--- config.mk ---
export PLATFORM = sky130hd
export DESIGN_NAME = nios2_oci_dct_packer_flat
export DESIGN_NICKNAME = d
export VERILOG_FILES = /design/src/rtl/nios2_oci_dct_pkg.sv /design/src/rtl/nios2_oci_dct_packer_if.sv /design/src/rtl/nios2_oci_dct_out_reg.sv /design/src/rtl/nios2_oci_dct_packer.sv /design/src/flat_wrapper.sv
export SDC_FILE = /design/constraint.sdc
export NUM_CORES = 1
export LEC_CHECK = 0
export BUFFER_PORTS_ARGS = -buffer_cell sky130_fd_sc_hd__buf_4
export CORE_ASPECT_RATIO = 0.75
export CORE_MARGIN = 4
export CORE_UTILIZATION = 42
export DETAILED_ROUTE_END_ITERATION = 8
export SYNTH_ARGS = -nofsm -noshare
export SYNTH_HDL_FRONTEND = slang
export SYNTH_SLANG_ARGS = --single-unit
--- constraint.sdc ---
create_clock -name i_clk -period 3.4 [get_ports i_clk]
set_input_delay 0.34 -clock i_clk [delete_from_list [all_inputs] [get_ports i_clk]]
set_output_delay 0.34 -clock i_clk [all_outputs]
set_load 0.02 [all_outputs]
--- src/rtl/nios2_oci_dct_pkg.sv ---
// Shared widths and state encoding for the OCI compressed-trace (DCT) packer.
package nios2_oci_dct_pkg;
    localparam int ATOM_W         = 2;
    localparam int ATOMS_PER_WORD = 15;
    localparam int BUF_W          = ATOM_W * ATOMS_PER_WORD;
    localparam int DCT_CNT_W      = 4;
    localparam int OVF_CNT_W      = 8;

    localparam logic [DCT_CNT_W-1:0] FULL_CNT = DCT_CNT_W'(ATOMS_PER_WORD);

    typedef enum logic [1:0] {RUN, FLUSH, DRAIN, ENDED} dct_state_t;
endpackage

--- src/rtl/nios2_oci_dct_packer_if.sv ---
// Trace-atom input and DCT word valid/ready output of the packer.
interface nios2_oci_dct_packer_if;
    import nios2_oci_dct_pkg::*;

    logic                 atom_valid;
    logic [ATOM_W-1:0]    atom;
    logic                 end_req;
    logic                 word_valid;
    logic                 word_ready;
    logic [BUF_W-1:0]     dct_buffer;
    logic [DCT_CNT_W-1:0] dct_count;

    modport master (
        input  atom_valid, atom, end_req, word_ready,
        output word_valid, dct_buffer, dct_count
    );

    modport slave (
        output atom_valid, atom, end_req, word_ready,
        input  word_valid, dct_buffer, dct_count
    );
endinterface

--- src/rtl/nios2_oci_dct_out_reg.sv ---
// Single-entry valid/ready holding register for one packed DCT word.
module nios2_oci_dct_out_reg
    import nios2_oci_dct_pkg::*;
(
    input  logic                 i_clk,
    input  logic                 i_reset,
    input  logic                 i_load,
    input  logic [BUF_W-1:0]     i_buf,
    input  logic [DCT_CNT_W-1:0] i_cnt,
    input  logic                 i_ready,
    output logic                 o_valid,
    output logic [BUF_W-1:0]     o_buf,
    output logic [DCT_CNT_W-1:0] o_cnt,
    output logic                 o_empty,
    output logic                 o_accept
);
    logic                 r_valid;
    logic [BUF_W-1:0]     r_buf;
    logic [DCT_CNT_W-1:0] r_cnt;

    // A load in the accepting cycle keeps valid high: back-to-back words.
    always_ff @(posedge i_clk) begin
        if (i_reset) begin
            r_valid <= 1'b0;
            r_buf   <= '0;
            r_cnt   <= '0;
        end else if (i_load) begin
            r_valid <= 1'b1;
            r_buf   <= i_buf;
            r_cnt   <= i_cnt;
        end else if (r_valid && i_ready) begin
            r_valid <= 1'b0;
        end
    end

    assign o_valid  = r_valid;
    assign o_buf    = r_buf;
    assign o_cnt    = r_cnt;
    assign o_empty  = !r_valid;
    assign o_accept = r_valid && i_ready;
endmodule

--- src/rtl/nios2_oci_dct_packer.sv ---
// Packs 2-bit trace atoms into 30-bit DCT words; never stalls the CPU.
// Optional drop counter enabled by defining DCT_PACKER_OVF_EN.
module nios2_oci_dct_packer
    import nios2_oci_dct_pkg::*;
(
    input  logic                  i_clk,
    input  logic                  i_reset,
    nios2_oci_dct_packer_if.master bus,
    output logic [DCT_CNT_W-1:0]  o_fill_count,
    output logic                  o_test_ending,
    output logic                  o_test_has_ended,
    output logic [OVF_CNT_W-1:0]  o_ovf_count,
    output logic                  o_ovf_sticky
);
    dct_state_t           r_state, w_state_nxt;
    logic [BUF_W-1:0]     r_acc;
    logic [DCT_CNT_W-1:0] r_fill;
    logic                 w_full, w_empty, w_accept, w_free;
    logic                 w_load, w_acc_clr, w_atom_wr;

    assign w_full = (r_fill == FULL_CNT);
    assign w_free = w_empty || w_accept;

    nios2_oci_dct_out_reg u_out (
        .i_clk    (i_clk),
        .i_reset  (i_reset),
        .i_load   (w_load),
        .i_buf    (r_acc),
        .i_cnt    (r_fill),
        .i_ready  (bus.word_ready),
        .o_valid  (bus.word_valid),
        .o_buf    (bus.dct_buffer),
        .o_cnt    (bus.dct_count),
        .o_empty  (w_empty),
        .o_accept (w_accept)
    );

    always_ff @(posedge i_clk) begin
        if (i_reset) r_state <= RUN;
        else         r_state <= w_state_nxt;
    end

    always_comb begin
        w_state_nxt = r_state;
        w_load      = 1'b0;
        w_acc_clr   = 1'b0;
        w_atom_wr   = 1'b0;
        case (r_state)
            RUN: begin
                if (w_full && w_free) begin
                    w_load    = 1'b1;
                    w_acc_clr = 1'b1;
                end
                // On a move the atom lands in slot 0 of the fresh accumulator.
                if (bus.atom_valid && (!w_full || w_free)) w_atom_wr = 1'b1;
                if (bus.end_req) w_state_nxt = FLUSH;
            end
            FLUSH: begin
                if (r_fill == '0) begin
                    w_state_nxt = DRAIN;
                end else if (w_free) begin
                    w_load      = 1'b1;
                    w_acc_clr   = 1'b1;
                    w_state_nxt = DRAIN;
                end
            end
            DRAIN:   if (w_empty) w_state_nxt = ENDED;
            default: ;
        endcase
    end

    always_ff @(posedge i_clk) begin
        if (i_reset) begin
            r_acc  <= '0;
            r_fill <= '0;
        end else if (w_acc_clr) begin
            r_acc  <= w_atom_wr ? BUF_W'(bus.atom) : '0;
            r_fill <= w_atom_wr ? DCT_CNT_W'(1) : '0;
        end else if (w_atom_wr) begin
            r_acc  <= r_acc | (BUF_W'(bus.atom) << {r_fill, 1'b0});
            r_fill <= r_fill + DCT_CNT_W'(1);
        end
    end

    assign o_fill_count     = r_fill;
    assign o_test_ending    = (r_state == FLUSH) || (r_state == DRAIN);
    assign o_test_has_ended = (r_state == ENDED);

`ifdef DCT_PACKER_OVF_EN
    logic                 w_drop;
    logic [OVF_CNT_W-1:0] r_ovf_count;
    logic                 r_ovf_sticky;

    assign w_drop = (r_state == RUN) && bus.atom_valid && w_full && !w_free;

    always_ff @(posedge i_clk) begin
        if (i_reset) begin
            r_ovf_count  <= '0;
            r_ovf_sticky <= 1'b0;
        end else if (w_drop) begin
            if (r_ovf_count != '1) r_ovf_count <= r_ovf_count + OVF_CNT_W'(1);
            r_ovf_sticky <= 1'b1;
        end
    end

    assign o_ovf_count  = r_ovf_count;
    assign o_ovf_sticky = r_ovf_sticky;
`else
    assign o_ovf_count  = '0;
    assign o_ovf_sticky = 1'b0;
`endif
endmodule

--- src/flat_wrapper.sv ---
// flat-port wrapper written by rule: the top's interface ports become plain ports
module nios2_oci_dct_packer_flat import nios2_oci_dct_pkg::*;
  (i_clk, i_reset, o_fill_count, o_test_ending, o_test_has_ended, o_ovf_count, o_ovf_sticky, bus_atom_valid, bus_atom, bus_end_req, bus_word_ready, bus_word_valid, bus_dct_buffer, bus_dct_count);
  nios2_oci_dct_packer_if bus_i ();
  input  logic i_clk;
  input  logic i_reset;
  output logic [DCT_CNT_W-1:0] o_fill_count;
  output logic o_test_ending;
  output logic o_test_has_ended;
  output logic [OVF_CNT_W-1:0] o_ovf_count;
  output logic o_ovf_sticky;
  input wire logic [$bits(bus_i.atom_valid)-1:0] bus_atom_valid;
  input wire logic [$bits(bus_i.atom)-1:0] bus_atom;
  input wire logic [$bits(bus_i.end_req)-1:0] bus_end_req;
  input wire logic [$bits(bus_i.word_ready)-1:0] bus_word_ready;
  output wire logic [$bits(bus_i.word_valid)-1:0] bus_word_valid;
  output wire logic [$bits(bus_i.dct_buffer)-1:0] bus_dct_buffer;
  output wire logic [$bits(bus_i.dct_count)-1:0] bus_dct_count;
  assign bus_i.atom_valid = bus_atom_valid;
  assign bus_i.atom = bus_atom;
  assign bus_i.end_req = bus_end_req;
  assign bus_i.word_ready = bus_word_ready;
  assign bus_word_valid = bus_i.word_valid;
  assign bus_dct_buffer = bus_i.dct_buffer;
  assign bus_dct_count = bus_i.dct_count;
  nios2_oci_dct_packer u_core (.i_clk(i_clk), .i_reset(i_reset), .bus(bus_i), .o_fill_count(o_fill_count), .o_test_ending(o_test_ending), .o_test_has_ended(o_test_has_ended), .o_ovf_count(o_ovf_count), .o_ovf_sticky(o_ovf_sticky));
endmodule
==> summary.txt <==
Worst hold path
  • Hold Crit Class: primary input to register
  • Worst hold path depth: 3
  • Min-Delay Endpoint: u_core.r_acc[0]
  • Hold_sp: bus_atom[0]

Routing
  • DRT iter0 DRCs: around 120
  • Detail Route Antenna Nets: 0
  • Drt wl/cell: between 10 and 15 um
  • Detailed-route DRC error count: 0
  • Via/cell ratio: between 5 and 6
  • Vias: 2452
  • First-pass DRT Iterations: 4
  • WL final: roughly 7100 um

Cells and area
  • Final core area utilization: 0.508
  • # diodes: 0
  • Most frequent cells in the layout: dfxtp_1 (71), a21oi_1 (68), buf_4 (50), nor2_1 (37), nand3_1 (36)
  • Area Growth Syn to Fin: 16.4%
  • Most common cell after layout, fill and taps aside: dfxtp_1
  • Final Net Count: roughly 380
  • Layout cells sized above 1: 0.207

Placement
  • PortBufs: 47
  • Hpwl dp: roughly 4700 um
  • GPL Wtd Cong: 0.792

STA
  • Period utilization: 0.733
  • Hold Violations, Final: 0
  • Fmax: approximately 400 MHz
  • Max-slew violation count: 0
  • Slew HR: 0.401
  • Setup Total Neg Slack: 0 ns
  • Least-Margin Pin Slew: 0.894 ns
  • RSZ-0062 raised after global routing: no
  • Final setup vio count: 0
  • Skew final: 0.00829 ns
  • Min Tclk post-route: 2.49 ns
  • Hold slack: approximately 0.28 ns

GRT
  • Vias in the first global route: around 2200
  • Largest net degree at the start of global routing: 43
  • Initial antenna violation count: 0
  • Overall Global Routing Usage: 0.169
  • Gr ovfl total: 0
  • First-pass GRT wire length: ~11000 um

Synth
  • Top-area cell type share of the netlist area: 0.475
  • Mapped Area: 2990 um2
  • Post-synth EDFFs: 0
  • Ys Warns: 0
  • Synth unique cells: 43
  • Synth Register Bits: 71
  • Avg Inst Size Synth: 8.78 um2
  • Sequential-to-total area share from yosys stat: 0.475
  • FFs w/ async S/R, synth: 0
  • Synth Flop Type: dfxtp_1
  • Cells after Synth: 341
  • Area contributors post-synth: dfxtp_1 (47%), a21oi_1 (11%), nand3_1 (6.0%)
  • Synth area leader: dfxtp_1

Worst setup path
  • Worst Setup End Kind: register
  • Type of the worst setup path: register to register
  • Critical path data arrival time: 2.72 ns
  • Worst Path Buf+Inv: 1
  • WP data required: approximately 3.6 ns
  • Reg2Reg Depth: 6
  • CP max FO: 39
  • Startpoint types: register
  • Delay of the slowest critical-path stage: ~0.64 ns
  • Top Family by Delay on Critical Path: compound AO/OA/AOI/OAI gates
  • R2R setup slack: ~0.9 ns
  • Critical Path Slowest Stage Cell: dfxtp_1
  • Worst-path cell chain: ha_1 -> a21o_4 -> o211a_4 -> a21o_1 -> buf_4 -> a21oi_1
  • Reg-to-Reg Start: u_core.o_fill_count[1]
  • Crit Reg-Reg Endpoint: u_core.o_fill_count[3]

Clock tree
  • Post-CTS setup buffers: 0
  • Worst-path clk slew: around 0.08 ns
  • Clock latency on the worst-skew pair: between 0.3 and 0.4 ns
  • Post-CTS sizing: 0
  • Clock Tree Buf Depth: 2
  • CTS tree: built
  • CTS buffer count: 9
  • Clock sink count: 71
  • Clk root buf: clkbuf_8
  • CTS Hold Bufs: 0
  • H-tree Lvls: 3

Floorplan
  • Die X: around 110 um
  • CORE AREA: between 6000 and 7000 um2
  • Site Rows: 26
  • DIE AREA: between 8000 and 9000 um2
  • Die Ht: between 80 and 90 um
  • Initial Util: 0.436
  • Boundary Pins: 57

Power and ir drop
  • VDD IR-drop max: about 0.54 mV
  • LEAKAGE: approximately 1.3 nW
  • Cell Pwr Density: 637 nW/um2
  • Tot Pwr: around 2.2 mW

Run status
  • Status: complete, no violations

Run
  • Max Cap Viol: 0
[cells in the mapped netlist, types with 3 or more instances]
| master | count |
|---|---|
| nor2b_1 | 3 |
| nand2_1 | 3 |
| clkbuf_1 | 14 |
| dfxtp_1 | 71 |
| buf_6 | 8 |
| nor2_1 | 37 |
| inv_1 | 5 |
| nand3_1 | 36 |
| buf_4 | 12 |
| ha_1 | 6 |
| buf_2 | 5 |
| nand2b_1 | 4 |
| o21ai_1 | 4 |
| a21oi_1 | 68 |
| o21ai_0 | 30 |
[sequential cells by signal, summed over array words and instances, names as in the netlist]
| register | count |
|---|---|
| u_core.u_out.o_valid | 1 |
| u_core.o_fill_count | 4 |
| u_core.u_out.o_cnt | 4 |
| u_core.r_state | 2 |
| u_core.u_out.o_buf | 30 |
| u_core.r_acc | 30 |
[routing by layer]
layer	GRT usage	routed length, um
met1	0.229	3500
met2	0.254	3050
met3	0.0572	444
met4	0.0569	85
met5	0	0
[worst max path at each step]
stage / depth (start not counted) / end / startpoint
after floorplan: 8 / u_core.o_fill_count[0] / u_core.o_fill_count[0]
after global placement: 6 / u_core.r_acc[25] / u_core.o_fill_count[1]
after detailed placement: 6 / u_core.r_acc[24] / u_core.o_fill_count[1]
after CTS: 6 / u_core.r_acc[24] / u_core.o_fill_count[1]
after global routing: 6 / u_core.o_fill_count[3] / u_core.o_fill_count[1]
final: 6 / u_core.o_fill_count[3] / u_core.o_fill_count[1]
[through the flow]
step	cell area [um2]	cells	worst slack (ns)
after floorplan	3020	349	1.54
after global placement	3260	458	1.03
after detailed placement	3260	458	0.956
after CTS	3480	474	0.929
after global routing	3480	474	0.700
final	3480	474	0.907
[cells by family after synthesis]
kind of cell    after synthesis  synth area share
other cells                   1           0.00125
simple gates                100             0.173
xor+xnor                      1           0.00293
fa+ha+maj                     6            0.0251
flops                        71             0.475
buf+inv                      44            0.0924
compound gates              115             0.220
mux                           3            0.0104
[cell type report]
cell class	instances	area, um2
Clock buffer	9	124
Clock inverter	7	96.3
Fill cell	691	3380
Inverter	5	18.8
Multi-Input combinational cell	234	1330
Sequential cell	71	1420
Tap cell	98	123
Timing Repair Buffer	50	375
[tightest hold or removal path: stages]
cell and delay [ns]:
buf_4 0.12, nand4_1 0.06, a21oi_1 0.06
[report_power, final]
group / internal [mW] / switching (mW)
clock: 0.415 / 0.328
sequential: 0.859 / 0.0413
combinational: 0.163 / 0.415
total: 1.44 / 0.784
Power figures use the tool's default switching activity.
